## config.mk

```make
export PLATFORM = sky130hd
export DESIGN_NAME = mxu_result_drain
export DESIGN_NICKNAME = d
export VERILOG_FILES = /design/src/rtl/mxu_result_drain.sv
export SDC_FILE = /design/constraint.sdc
export NUM_CORES = 1
export LEC_CHECK = 0
export CAP_MARGIN = 30
export CORE_UTILIZATION = 49
export CTS_BUF_LIST = sky130_fd_sc_hd__clkbuf_2 sky130_fd_sc_hd__clkbuf_4 sky130_fd_sc_hd__clkbuf_8
export DETAILED_ROUTE_END_ITERATION = 7
export HOLD_SLACK_MARGIN = 0.12
export PLACE_DENSITY = 0.75
export SLEW_MARGIN = 10
export SYNTH_ARGS = -nofsm -noshare
export SYNTH_HDL_FRONTEND = slang
export SYNTH_SLANG_ARGS = --single-unit
```

## constraint.sdc

```tcl
create_clock -name clk -period 4.2 [get_ports clk]
set_input_delay 1.26 -clock clk [delete_from_list [all_inputs] [get_ports clk]]
set_output_delay 1.26 -clock clk [all_outputs]
set_load 0.01 [all_outputs]
```

## src/rtl/mxu_result_drain.sv

```systemverilog
// mxu_result_drain: captures an MXU result matrix and streams it row-major over valid/ready with one pending slot
module mxu_result_drain #(
  parameter int BIT_WIDTH = 4,
  parameter int DIM = 2,
  parameter int OUT_W = 2*BIT_WIDTH,
  parameter int IDX_W = $clog2(DIM)
) (
  input  logic clk,
  input  logic reset,
  input  logic in_valid,
  input  logic [DIM-1:0][DIM-1:0][OUT_W-1:0] in_data,
  output logic m_valid,
  input  logic m_ready,
  output logic [OUT_W-1:0] m_data,
  output logic [IDX_W-1:0] m_row,
  output logic [IDX_W-1:0] m_col,
  output logic m_last,
  output logic busy,
  output logic overflow
);
  typedef enum logic {IDLE, STREAM} state_t;
  typedef logic [DIM-1:0][DIM-1:0][OUT_W-1:0] mat_t;
  localparam logic [IDX_W-1:0] TOP = IDX_W'(DIM-1);
  state_t state, state_nx;
  mat_t act, act_nx, pend, pend_nx;
  logic pend_full, pend_full_nx, ovf_nx, last_nx, xfer, fin;
  logic [IDX_W-1:0] row_nx, col_nx;
  assign m_valid = state == STREAM;
  assign busy = m_valid | pend_full;
  assign xfer = m_valid & m_ready;
  assign fin = xfer & m_last;
  // next-state: advance the element index, retire/promote matrices, accept or drop captures
  always_comb begin
    state_nx = state;
    act_nx = act;
    pend_nx = pend;
    pend_full_nx = pend_full;
    ovf_nx = overflow;
    row_nx = m_row;
    col_nx = m_col;
    if (state == IDLE) begin
      if (in_valid) begin
        act_nx = in_data;
        row_nx = '0;
        col_nx = '0;
        state_nx = STREAM;
      end
    end else begin
      if (fin) begin
        row_nx = '0;
        col_nx = '0;
        if (pend_full) begin
          act_nx = pend;
          pend_full_nx = 1'b0;
        end else if (in_valid) act_nx = in_data;
        else state_nx = IDLE;
      end else if (xfer) begin
        col_nx = m_col == TOP ? '0 : m_col + 1'b1;
        row_nx = m_col == TOP ? m_row + 1'b1 : m_row;
      end
      if (in_valid && !(fin && !pend_full)) begin
        if (!pend_full || fin) begin
          pend_nx = in_data;
          pend_full_nx = 1'b1;
        end else ovf_nx = 1'b1;
      end
    end
    last_nx = state_nx == STREAM && row_nx == TOP && col_nx == TOP;
  end
  // control and output registers; outputs are looked up from the next-cycle buffer and index
  always_ff @(posedge clk) begin
    if (reset) begin
      state <= IDLE;
      pend_full <= 1'b0;
      overflow <= 1'b0;
      m_row <= '0;
      m_col <= '0;
      m_data <= '0;
      m_last <= 1'b0;
    end else begin
      state <= state_nx;
      pend_full <= pend_full_nx;
      overflow <= ovf_nx;
      m_row <= row_nx;
      m_col <= col_nx;
      m_data <= act_nx[row_nx][col_nx];
      m_last <= last_nx;
    end
  end
  // matrix storage needs no reset; its contents are only read while marked occupied
  always_ff @(posedge clk) begin
    act <= act_nx;
    pend <= pend_nx;
  end
endmodule

```

==> results of run 1 <==
[through the flow]
| stage | instances | power, uW | util | setup slack [ns] |
|---|---|---|---|---|
| global placement | 476 | 1230 | 0.587 | 0.607 |
| floorplan | 348 | 1110 | - | 0.210 |
| CTS | 492 | 1780 | 0.613 | 0.899 |
| finish | 492 | 1770 | 0.613 | 0.897 |
| global route | 492 | 1850 | 0.613 | 0.686 |
| detailed placement | 476 | 1240 | 0.587 | 0.533 |
[path summary, 6_finish.rpt]
kind / endpoint / slack (ns) / cells after the start
setup / recovery: m_data[0]$_SDFF_PP0_ / 0.90 / 6
hold / removal: overflow$_SDFFE_PP0P_ / 0.48 / 2
setup reg to reg: m_data[4]$_SDFF_PP0_ / 1.60 / 6
hold reg to reg: overflow$_SDFFE_PP0P_ / 0.48 / 2
[power by group]
part / leakage [uW] / total, uW / internal, uW / switching [uW]
registers: 0.000680 / 908 / 866 / 41.8
logic: 0.000955 / 316 / 157 / 159
clock network: 0.000101 / 549 / 270 / 278
[logic make-up (layout without fill, tap and decap cells)]
kind of cell    count (synthesis)  after routing
mux                            39             39
compound gates                113            113
flops                          78             78
simple gates                   84             84
buf+inv                        34             79
[sequential cells by signal (all words and copies together) (netlist names)]
| name | flops |
|---|---|
| act | 32 |
| m_col | 1 |
| overflow | 1 |
| m_last | 1 |
| m_data | 8 |
| m_row | 1 |
| pend | 32 |
| m_valid | 1 |
| pend_full | 1 |
[synthesized netlist by cell type (8+ instances only)]
cell type	number	area (sq um)
a21oi_1	10	50.1
nand2_1	34	128
clkbuf_1	17	63.8
edfxtp_1	32	961
mux2i_1	34	340
o22ai_1	19	119
nor2_1	9	33.8
a22oi_1	17	128
a211oi_1	8	60.1
dfxtp_1	46	921
a221oi_1	21	184
o21ai_0	16	80.1
[cell type report]
| type | count | area share |
|---|---|---|
| sequential | 78 | 0.424 |
| multi-input combinational | 236 | 0.377 |
| timing repair buffer | 59 | 0.126 |
| clock buffer | 9 | 0.0279 |
| tap | 99 | 0.0279 |
| clock inverter | 7 | 0.0141 |
| inverter | 4 | 0.00338 |
[worst max-delay path, cell delays in order]
cell,delay [ns]
clkdlybuf4s50_1,0.67
and2_1,0.20
nand2_1,0.39
o22ai_1,0.35
a221oi_1,0.13
or4_1,0.53
[metal layers]
metal	up-vias	wire, microns	global-route usage
met1	1444	4060	0.340
met2	103	4400	0.387
li1	1444	-	-
met4	0	188	0.116
met5	-	0	0
met3	17	563	0.0513
==> reports/metrics.cfg, run 1 <==
[cells_and_area]
n_antenna_cell = 0
drive_gt1_frac = 0.0992
fill_cells = 624
final_common_cell = clkdlybuf4s50_1
multi_input_area_sq_um = 1680
design_area_sq_um = 4450
layout_common_cells = 48 x clkdlybuf4s50_1, 45 x dfxtp_1, 34 x nand2_1, 34 x mux2i_1, 32 x edfxtp_1
area_delta_synth_final_pct = 20.4
seqCellArea_sq_um = 1880
nNetsFinal = 424

[global_route]
track_usage = 0.251
overflow = 0
grt_pass1_wl_microns = 14600
antenna_found_initial = 0
grt_max_degree = 45
grt_pass1_vias = 2886

[clock_tree]
root_buffer = clkbuf_8
clk_pin_slew_worst_paths_ns = 0.08
clock-sinks = 78
h-tree-depth = 3
clock_path_buffers = 2
clock_insertion_delay_worst_skew_ns = 0.35
cts_buffers = 9
postCtsSetupBuffers = 0
hold_buffers = 0
tritoncts = yes
cts_resized = 0

[min_path]
holdCritStartpoint = overflow$_SDFFE_PP0P_
hp-class = reg2reg

[place]
dp_hpwl_microns = 6250
io_buffers = 49
gp_congestion = 0.919
dpl_cell_area_sq_um = 4260

[detailed_routing]
vias = 3008
drt_wl_total_microns = 9210
drtIter0Drc = 210
routedWlPerCell_microns = 18.7
antenna_left = 0
viasPerCell = 6.11
firstDrtPassIters = 4
drc_errors = 0

[logic_synthesis]
synth_edf_count = 32
synth_cell_types = 44
synthSimpleGateAreaFrac = 0.118
ys_seq_area_frac = 0.509
synth-xor-area-share = 0
synth_compound_area_frac = 0.221
synth_flop_cell = dfxtp_1
muxShareOfSynthArea = 0.111
synthArstFlopShare = 0
yosysWarnings = 0
synth_nets = 384
synth_top_family_by_area = compound AO/OA/AOI/OAI gates
synth_area_sq_um = 3690
avgSynthCellArea_sq_um = 10.6
synthAdderAreaFrac = 0
synth-seq-cells = 78
synthCells = 348

[floorplanning]
start_util = 0.509
core_sq_um = 7250
die_height_microns = 88.8
die_area_sq_um = 7890
row_count = 31
io-pin-count = 50
die_width_microns = 88.8

[run_status]
status = finished, final reports clean

[pwr]
p_leak_uw = 0.00174
pwr_density_cell_nw_per_um2 = 399
irDropWorstVdd_mv = 0.196

[critical_path]
endpoint_kind = flop
start_kind = primary input
cp_max_fo = 17
worstReg2RegStart = m_valid$_SDFF_PP0_
critPathArrivalTime_ns = 3.53
worstSetupPathType = in2reg
worstSetupStartpoint = m_ready
cp.required_ns = 4.43

[sta]
tns_ns = 0
finalSetupViolCount = 0
slew_viol_final = 0
fmax_ghz = 0.303
min_period_over_period = 0.787
fin_skew_ns = 0.0114
maxSlewHeadroom = 0.466
hold_viol = 0
hold_ws_ns = 0.485
rsz0062_at_grt = no
period_needed_ns = 3.30
tightest_slew_ns = 0.794

[flow_run]
maxCapViolations = 0

Power figures use the tool's default switching activity.
==> run 2, diff against run 1 <==
- PLACE_DENSITY: 0.75 -> 0.72
- clock period: 4.2 -> 3.35 ns (I/O delays scaled with it)
==> run 2 against run 1 <==
  * Setup slack worse by 0.37 ns
  * Hold slack better by 0.036 ns
  * Sequential power up 26%
  * Flip-flop and latch count unchanged
  * Die area unchanged
  * Via count up 1.8%
  * Final cell count up 0.81%
  * Clock skew down 0.0022 ns
  * Clock power up 34%
  * Final area up 1.7%
  * Register-to-register slack worse by 0.65 ns
  * First-iteration DRC count down 16%
  * Critical path type unchanged
==> reports/metrics.cfg, run 2 (same netlist as run 1, synthesis figures left out) <==
[clock_tree]
hold_buffers = 0
clock-sinks = 78
h-tree-depth = 3
clk_pin_slew_worst_paths_ns = 0.09
root_buffer = clkbuf_8
cts_buffers = 9
cts_resized = 0
clock_insertion_delay_worst_skew_ns = 0.36
tritoncts = yes
postCtsSetupBuffers = 0
clock_path_buffers = 2

[global_route]
grt_pass1_vias = 2963
grt_pass1_wl_microns = 14800
antenna_found_initial = 0
track_usage = 0.251
overflow = 0
grt_max_degree = 40

[sta]
period_needed_ns = 2.82
fin_skew_ns = 0.00919
slew_viol_final = 0
hold_ws_ns = 0.520
tightest_slew_ns = 0.909
maxSlewHeadroom = 0.389
min_period_over_period = 0.842
tns_ns = 0
finalSetupViolCount = 0
rsz0062_at_grt = no
fmax_ghz = 0.355
hold_viol = 0

[cells_and_area]
fill_cells = 621
reg_top3 = act (32), pend (32), m_data (8)
area_delta_synth_final_pct = 22.4
layout_common_cells = 48 x clkdlybuf4s50_1, 45 x dfxtp_1, 34 x nand2_1, 34 x mux2i_1, 32 x edfxtp_1
n_antenna_cell = 0
drive_gt1_frac = 0.111
final_common_cell = clkdlybuf4s50_1
nNetsFinal = 428

[place]
dp_hpwl_microns = 6320
gp_congestion = 0.862
io_buffers = 49

[detailed_routing]
drtIter0Drc = 177
viasPerCell = 6.17
drc_errors = 0
firstDrtPassIters = 5
vias = 3062
antenna_left = 0
drt_wl_total_microns = 9290
routedWlPerCell_microns = 18.7

[floorplanning]
die_area_sq_um = 7890
start_util = 0.509
row_count = 31
die_height_microns = 88.8
io-pin-count = 50
die_width_microns = 88.8
core_sq_um = 7250

[flow_run]
maxCapViolations = 0

[critical_path]
critPathArrivalTime_ns = 3.05
worstSetupPathType = in2reg
cp.required_ns = 3.59
endpoint_kind = flop
start_kind = primary input
cp_max_fo = 8

[pwr]
pwr_density_cell_nw_per_um2 = 503
p_leak_uw = 0.00176
irDropWorstVdd_mv = 0.250

[run_status]
status = finished, final reports clean

[min_path]
hp-class = reg2reg

==> run 2: changes by cell type in the layout (fill, tap and decap cells not counted), sizes merged <==
cell / before / now
buf: 11 / 15
clkinv: 5 / 2
clkinvlp: 0 / 2
inv: 5 / 6
==> run 2: layer usage <==
metal / vias up / GRT usage / share of wire
met5: - / 0 / 0
met4: 0 / 0.0660 / 0.015
met3: 21 / 0.0541 / 0.058
met2: 108 / 0.413 / 0.47
met1: 1472 / 0.336 / 0.46
li1: 1461 / - / -
==> run 2: area by class of cell <==
| class | instances | area, sq um | share of cell area |
|---|---|---|---|
| sequential | 78 | 1880 | 0.417 |
| clock buffer | 9 | 124 | 0.0274 |
| inverter | 4 | 15.0 | 0.00332 |
| multi-input combinational | 236 | 1680 | 0.371 |
| tap | 99 | 124 | 0.0274 |
| clock inverter | 7 | 82.6 | 0.0183 |
| timing repair buffer | 63 | 616 | 0.136 |
==> run 2: worst paths after layout <==
kind                                              end  slack [ns]  cells past startpoint             startpoint
worst min-delay path            overflow$_SDFFE_PP0P_        0.52                      2  overflow$_SDFFE_PP0P_
worst max-delay path             m_data[1]$_SDFF_PP0_        0.53                      7                m_ready
worst min register to register  overflow$_SDFFE_PP0P_        0.52                      2  overflow$_SDFFE_PP0P_
worst max register to register   m_data[4]$_SDFF_PP0_        0.95                      5       m_row$_SDFF_PP0_
==> run 2: power breakdown <==
group / leakage [uW] / switching (uW) / internal (uW)
registers: 0.000680 / 53.0 / 1090
logic: 0.000982 / 201 / 202
clock network: 0.0000980 / 379 / 354
==> run 2: critical path: stages <==
cell	delay, ns
clkdlybuf4s50_1	0.63
buf_4	0.19
nand3b_1	0.12
a31oi_1	0.13
nand2b_1	0.34
a221oi_1	0.11
or4_1	0.53
==> run 2: stage by stage <==
stage | util | instances | instance area (sq um) | power, uW | worst slack (ns)
final | 0.623 | 496 | 4520 | 2270 | 0.530
after global routing | 0.623 | 496 | 4520 | 2380 | 0.438
after CTS | 0.623 | 496 | 4520 | 2290 | 0.556
after detailed placement | 0.595 | 480 | 4310 | 1560 | 0.176
after global placement | 0.595 | 480 | 4310 | 1550 | 0.239
after floorplan | - | 348 | 3700 | 1400 | 0.253
==> run 3, diff against run 2 <==
- clock period: 3.35 -> 2.75 ns (I/O delays scaled with it)
==> run 3 against run 2 <==
  * Clock-buffer cell count rose by 2
  * Utilization rose by 2.3 points
  * Critical path depth fell by 5
  * Global-route usage rose by 1.0 points
  * Setup slack got worse by 0.27 ns
  * Final cell count rose by 4.2%
  * Register-to-register slack got worse by 0.41 ns
  * First-iteration DRC count rose by 25%
  * Non-clock buffer count rose by 21
  * Critical path type is now reg2out
==> reports/metrics.cfg, run 3 (same netlist as run 1, synthesis figures left out) <==
[run_status]
status = finished, final reports clean

[global_route]
overflow = 0
antenna_found_initial = 0
grt_max_degree = 41
track_usage = 0.261
grt_pass1_vias = 2982
grt_pass1_wl_microns = 15300

[sta]
maxSlewHeadroom = 0.431
finalSetupViolCount = 0
timing.final.ws_setup_ns = 0.256
hold_ws_ns = 0.537
tightest_slew_ns = 0.846
tns_ns = 0
fin_skew_ns = 0.00747
slew_viol_final = 0
fmax_ghz = 0.401
hold_viol = 0
min_period_over_period = 0.907
period_needed_ns = 2.49
rsz0062_at_grt = no

[critical_path]
critPathArrivalTime_ns = 1.67
worstSetupPathType = reg2out
cp.required_ns = 1.93
cp_max_fo = 21
endpoint_kind = output port
start_kind = flop

[place]
dpl_cell_area_sq_um = 4480
io_buffers = 49
dp_hpwl_microns = 6720
place_ws_ns = -0.260
gp_congestion = 0.940

[clock_tree]
h-tree-depth = 3
clock_path_buffers = 2
root_buffer = clkbuf_8
hold_buffers = 0
clock_insertion_delay_worst_skew_ns = 0.36
cts_buffers = 9
clk_pin_slew_worst_paths_ns = 0.08
clock-sinks = 78
tritoncts = yes

[detailed_routing]
drc_errors = 0
routedWlPerCell_microns = 18.6
antenna_left = 0
vias = 3147
drtIter0Drc = 221
viasPerCell = 6.09
drt_wl_total_microns = 9610
firstDrtPassIters = 5

[pwr]
netSwitchingFraction = 0.269
pwr_density_cell_nw_per_um2 = 593
p_clk_frac = 0.312
pwr-share-seq = 0.499
p_leak_uw = 0.00187
irDropWorstVdd_mv = 0.334
internal-power_uw = 2030
power.switching_uw = 748
p_comb_frac = 0.189

[floorplanning]
die_width_microns = 88.8
io-pin-count = 50
row_count = 31
die_height_microns = 88.8
core_sq_um = 7250
start_util = 0.509
die_area_sq_um = 7890

[cells_and_area]
nNetsFinal = 449
drive_gt1_frac = 0.158
reg_top3 = act (32), pend (32), m_data (8)
fin_util = 0.647
layout_common_cells = 47 x clkdlybuf4s50_1, 45 x dfxtp_1, 34 x nand2_1, 34 x mux2i_1
n_antenna_cell = 0
final_common_cell = clkdlybuf4s50_1
design_area_sq_um = 4690
area_delta_synth_final_pct = 27.0

[flow_run]
maxCapViolations = 0

[min_path]
hp-class = reg2reg

run 3: cell types whose count changed in the layout (fill, tap and decap cells not counted), sizes merged:
cell and delta:
buf +21, clkbuf +2, clkdlybuf4s50 -1, clkinv -1, dlymetal6s2s +1, inv -1
run 3: per-stage QoR:
| step | std cells | power (uW) |
|---|---|---|
| 2_1_floorplan | 348 | 1700 |
| 4_1_cts | 517 | 2780 |
| 6_report | 517 | 2780 |
| 3_3_place_gp | 501 | 1910 |
| 3_5_place_dp | 501 | 1930 |
| 5_1_grt | 517 | 2900 |
run 3: power by group through the flow:
stage / clock network (uW) / registers (uW) / logic [uW]
2_1_floorplan: 0 / 1400 / 304
3_3_place_gp: 0 / 1410 / 501
3_5_place_dp: 0 / 1410 / 517
4_1_cts: 879 / 1390 / 519
5_1_grt: 930 / 1400 / 569
6_report: 869 / 1390 / 525
run 3: path summary, 6_finish.rpt:
kind	startpoint	endpoint	slack (ns)	depth (start not counted)
worst max-delay path	m_valid$_SDFF_PP0_	busy	0.26	2
worst min-delay path	overflow$_SDFFE_PP0P_	overflow$_SDFFE_PP0P_	0.54	2
worst max register to register	m_row$_SDFF_PP0_	m_data[3]$_SDFF_PP0_	0.54	5
worst min register to register	overflow$_SDFFE_PP0P_	overflow$_SDFFE_PP0P_	0.54	2
run 3: what timing repair did:
action                                  4_1_cts  5_1_grt
buffers inserted                              0        0
gates resized for setup                       0        2
endpoints found under the setup margin        0        2
run 3: cell type report:
class / count / area, sq um
sequential: 78 / 1880
clock inverter: 5 / 58.8
inverter: 4 / 15.0
tap: 99 / 124
fill: 597 / 2560
timing repair buffer: 84 / 788
multi-input combinational: 236 / 1680
clock buffer: 11 / 139
run 3: routing by layer:
metal	up-vias	global-route usage	wire length (microns)
met3	11	0.0550	694
li1	1491	-	-
met2	131	0.414	4440
met5	-	0	0
met1	1514	0.360	4360
met4	0	0.0777	120
run 3: worst max-delay path, cell delays in order (launching register included):
cell,delay [ns]
dfxtp_2,0.57
or2_2,0.20
clkdlybuf4s50_1,0.54
